`config.mk`:
```
export PLATFORM = sky130hd
export DESIGN_NAME = shift_issue_ctrl
export DESIGN_NICKNAME = d
export VERILOG_FILES = /design/src/rtl/shift_issue_ctrl_pkg.sv /design/src/rtl/shift_issue_ctrl.sv
export SDC_FILE = /design/constraint.sdc
export NUM_CORES = 1
export LEC_CHECK = 0
export ABC_AREA = 1
export CAP_MARGIN = 30
export CELL_PAD_IN_SITES_DETAIL_PLACEMENT = 1
export CELL_PAD_IN_SITES_GLOBAL_PLACEMENT = 2
export CORE_MARGIN = 2
export CORE_UTILIZATION = 19
export CTS_BUF_LIST = sky130_fd_sc_hd__clkbuf_2
export DETAILED_ROUTE_END_ITERATION = 8
export PLACE_DENSITY = 0.85
export SLEW_MARGIN = 20
export SYNTH_ARGS = -nofsm -noshare
export SYNTH_HDL_FRONTEND = slang
export SYNTH_SLANG_ARGS = --single-unit
```
`constraint.sdc`:
```
create_clock -name clk -period 1.2 [get_ports clk]
set_input_delay 0.12 -clock clk [delete_from_list [all_inputs] [get_ports clk]]
set_output_delay 0.12 -clock clk [all_outputs]
set_load 0.02 [all_outputs]
```
`src/rtl/shift_issue_ctrl_pkg.sv`:
```
// shift_issue_ctrl_pkg: shared shifter direction codes, FSM state encoding and default latency
package shift_issue_ctrl_pkg;
  localparam logic [1:0] DIR_PASS = 2'b00;
  localparam logic [1:0] DIR_SLL = 2'b01;
  localparam logic [1:0] DIR_SRL = 2'b10;
  localparam logic [1:0] DIR_SRA = 2'b11;
  localparam logic [1:0] ST_IDLE = 2'd0;
  localparam logic [1:0] ST_RUN = 2'd1;
  localparam logic [1:0] ST_DONE = 2'd2;
  localparam int SHIFT_LAT_DEF = 5;
endpackage

```
`src/rtl/shift_issue_ctrl.sv`:
```
// shift_issue_ctrl: issues one op to the registered barrel shifter, waits out its latency, holds the result for writeback
module shift_issue_ctrl
  import shift_issue_ctrl_pkg::*;
#(
  parameter int SHIFT_LAT = SHIFT_LAT_DEF,
  parameter int CNT_W = 3
) (
  input  logic        clk,
  input  logic        rst,
  input  logic        flush,
  input  logic        req_valid,
  output logic        req_ready,
  input  logic [15:0] req_src,
  input  logic [3:0]  req_shamt,
  input  logic [1:0]  req_dir,
  output logic [15:0] sh_src,
  output logic [3:0]  sh_shamt,
  output logic [1:0]  sh_dir,
  input  logic [15:0] sh_out,
  input  logic        sh_zr,
  output logic        res_valid,
  input  logic        res_ready,
  output logic [15:0] res_data,
  output logic        res_zr,
  output logic        busy
);
  logic [1:0]       r_state;
  logic [CNT_W-1:0] r_cnt;
  logic [15:0]      r_sh_src;
  logic [3:0]       r_sh_shamt;
  logic [1:0]       r_sh_dir;
  logic [15:0]      r_res_data;
  logic             r_res_zr;
  logic             w_accept;
  // A new op may launch from IDLE, or from DONE in the same edge the held result retires; flush blocks both
  always_comb begin
    req_ready = ~flush & ((r_state == ST_IDLE) | ((r_state == ST_DONE) & res_ready));
    w_accept = req_valid & req_ready;
  end
  // FSM, latency down-counter, operand launch registers and result capture
  always_ff @(posedge clk) begin
    if (rst) begin
      r_state <= ST_IDLE;
      r_cnt <= '0;
      r_sh_src <= '0;
      r_sh_shamt <= '0;
      r_sh_dir <= DIR_PASS;
      r_res_data <= '0;
      r_res_zr <= 1'b0;
    end else if (flush) begin
      r_state <= ST_IDLE;
      r_cnt <= '0;
      r_sh_dir <= DIR_PASS;
    end else if (w_accept) begin
      r_state <= ST_RUN;
      r_cnt <= CNT_W'(SHIFT_LAT);
      r_sh_src <= req_src;
      r_sh_shamt <= req_shamt;
      r_sh_dir <= req_dir;
    end else if (r_state == ST_RUN) begin
      if (r_cnt == '0) begin
        r_state <= ST_DONE;
        r_res_data <= sh_out;
        r_res_zr <= sh_zr;
      end else begin
        r_cnt <= r_cnt - 1'b1;
      end
    end else if ((r_state == ST_DONE) & res_ready) begin
      r_state <= ST_IDLE;
    end
  end
  assign sh_src = r_sh_src;
  assign sh_shamt = r_sh_shamt;
  assign sh_dir = r_sh_dir;
  assign res_data = r_res_data;
  assign res_zr = r_res_zr;
  assign res_valid = r_state == ST_DONE;
  assign busy = r_state == ST_RUN;
endmodule

```
==> metrics.md <==
| Metric | Value |
|---|---|
| Unrepaired setup endpoints after global routing | true |
| Total track usage | 0.105 |
| H-Tree Depth | 2 |
| Crit path time final | 1.30 ns |
| First-pass GRT wire length | just over 8000 um |
| First-pass DRT Iterations | 2 |
| Core area | 8640 sq um |
| DRC viols | 0 |
| Ant diodes | 0 |
| Place WS | -0.456 ns |
| Mean post-synth cell area | 7.89 sq um |
| Max IR drop VDD | approximately 0.44 mV |
| Cell Area, Synth | approximately 1700 sq um |
| Max-slew headroom | 0.810 |
| Crit path kind | register to register |
| Die H | 98.1 um |
| Initial antenna violation count | 0 |
| Status | finished, violations left |
| CP cell instances | inv_2 > ha_4 > nand2_4 > nor2_4 > buf_6 > nand2_8 > clkinv_8 > nor2_1 > nor2_1 |
| Antenna Nets Post-Route | 0 |
| Final setup margin | -0.0951 ns |
| Vias per cell | 4.14 |
| Reported max-cap violation count | 0 |
| Io pins | 86 |
| Later-pin clock latency in the skew report | around 0.38 ns |
| Least-Margin Pin Slew | between 0.2 and 0.3 ns |
| WL/cell | 12.7 um |
| Root Buffer | clkbuf_2 |
| Layout net count | 372 |
| Synth Net Count | 259 |
| Hold WC Path Type | primary input to register |
| Finished Cell Area | 3020 sq um |
| Row count | 34 |
| WP data required | 1.52 ns |
| Setup violations, final | 42 |
| Die width | 98.1 um |
| Netlist cell types | 21 |
| Placed instance area | around 2800 sq um |
| Filler cell count | just over 1,000 |
| I/O Buffers | 85 |
| PwrDens | ~1000 nW/um^2 |
| Fraction of layout cells with a size suffix above 1 | 0.480 |
| Effective utilization at floorplan | 0.195 |
| Die area | around 9600 sq um |
| Routability cong. | 0.714 |
| Leakage power | 0.00130 uW |
| Crit end category | register |
| Clk_skew | 0.00868 ns |
| Period utilisation layout | 1.08 |
| TritonCTS clock tree | done |
| CP arrival | 1.61 ns |
| Yosys warns | 0 |
| Placed wire-length estimate | roughly 3700 um |
| Final Hold Fails | 0 |
| CP max FO | 9 |
| Layout overhead on the synthesized area | 79.8% |
| GRT overflow | 0 |
| Maximum number of pins on one net before global-route repair | 35 |
| Vias in the first global route | 1,720 |
| Part of the Yosys area used for sequential elements | 0.524 |
| Worst Setup Start Kind | register |
| Clock transition at path regs | 0.23 ns |
| Fmax | 0.772 GHz |
| CP max stage delay | between 0.3 and 0.4 ns |
| DR vias | around 1,800 |
| CTS Sinks | 44 |
| Routed WL | 5530 um |
| CP max-delay cell | dfxtp_2 |
| Number of synthesized register bits | 44 |
| Worst path bufs/invs | 3 |
| Clk buf depth | 2 |
| Iter 0 DRT Violations | 13 |
| CP delay by family, top | simple AND/OR/NAND/NOR gates |
| Violated checks | negative setup slack |
| Cells after Synth | 213 |
| Most frequent CP cell | nor2_1 |
| CTS buffer count | 5 |
| Slew Limit Fails | 0 |
==> what timing repair did <==
item | CTS | global route
setup endpoints to repair | 84 | 71
hold buffers | 0 | 0
cloned | 1 | 3
hold endpoints to repair | 0 | 0
setup buffers | 3 | 9
pin swaps | 4 | 6
resized for setup | 213 | 74
==> synthesized netlist by cell type <==
library cell	n	area (sq um)
nor2_1	41	154
nor2_4	1	11.3
buf_12	1	20.0
dfxtp_1	44	881
nand2_1	7	26.3
buf_6	1	11.3
a211oi_1	1	7.51
inv_6	1	8.76
o21ai_1	11	55.1
nand3_1	3	15.0
o21ai_0	30	150
inv_2	2	7.51
o21a_1	1	7.51
buf_2	5	25.0
nand2_4	1	11.3
clkbuf_1	3	11.3
nor2_2	1	6.26
ha_1	2	25.0
inv_1	31	116
a21oi_1	25	125
nand4_1	1	6.26
==> layer usage <==
layer	routed length (um)	track usage	up-vias	share of wire
met5	0	0	-	0
met4	41	0.0256	0	0.0074
met3	427	0.0344	4	0.077
met2	2730	0.183	60	0.49
met1	2330	0.126	825	0.42
li1	-	-	911	-
==> flip-flops by register name (all words and copies together), names as in the netlist <==
| name | count |
|---|---|
| res_data | 16 |
| sh_src | 16 |
| sh_shamt | 4 |
| r_cnt | 3 |
| r_state | 2 |
| sh_dir | 2 |
| res_zr | 1 |
==> layout make-up <==
cell class | instances | area, sq um | share of cell area
flip-flops and latches | 44 | 933 | 0.309
repair buffers | 112 | 931 | 0.308
multi-input cells | 128 | 802 | 0.265
inverters | 34 | 143 | 0.0472
well taps | 108 | 135 | 0.0447
clock inverters | 3 | 37.5 | 0.0124
clock buffers | 5 | 25.0 | 0.00828
repair inverters | 1 | 16.3 | 0.00538
==> layout by cell type, fill, tap and decap left out, types with 2 or more instances in the layout <==
master,Yosys,routed
o21ai_0,30,5
inv_1,31,29
dfxtp_2,0,42
nand2_4,1,2
nor2_2,1,4
clkinv_1,0,2
nor2_4,1,4
nor2_1,41,35
buf_2,5,39
nand3_2,0,2
a21oi_1,25,24
o21ai_2,0,15
clkdlybuf4s50_1,0,43
dfxtp_1,44,2
buf_4,0,19
o21ai_1,11,21
buf_6,1,6
nand2_8,0,4
buf_12,1,4
clkinv_8,0,2
inv_2,2,3
clkbuf_2,0,5
nand2_1,7,5
==> where the power goes <==
part           internal (uW)  switching, uW  total (uW)
logic                    316            322         638
clock network            340            485         825
registers               1540           31.9        1570
==> final timing paths <==
| kind | from | end | slack (ns) | depth (start not counted) |
|---|---|---|---|---|
| max reg2reg | r_cnt[1] | res_data[8] | -0.1 | 9 |
| min reg2reg | sh_shamt[0] | sh_shamt[0] | 0.45 | 2 |
| min | req_src[0] | sh_src[0] | 0.30 | 3 |
| max | r_cnt[1] | res_data[8] | -0.1 | 9 |
==> cell families after synthesis <==
group | Yosys count | synth area share
buffers and inverters | 44 | 0.119
DFF | 44 | 0.524
adders and majority gates | 2 | 0.0149
AOI/OAI and AO/OA | 68 | 0.205
and+or+nand+nor | 55 | 0.137
==> per-stage QoR <==
stage | instances | hold WS, ns | total power, uW | setup TNS, ns | util
after global routing | 435 | 0.235 | 3210 | -5.06 | 0.350
after detailed placement | 411 | 0.433 | 2190 | -13.06 | 0.320
after floorplan | 213 | 0.266 | 1840 | 0 | -
final | 435 | 0.297 | 3040 | -1.70 | 0.350
after global placement | 411 | 0.430 | 2180 | -12.31 | 0.320
after CTS | 423 | 0.230 | 3060 | -1.52 | 0.337
==> worst min-delay path: cells and delay by family <==
family                 cells  cell delay [ns]
AO/OA/AOI/OAI              2             0.17
buffers and inverters      1             0.39
Note: power is estimated with default switching activity, not from simulation.
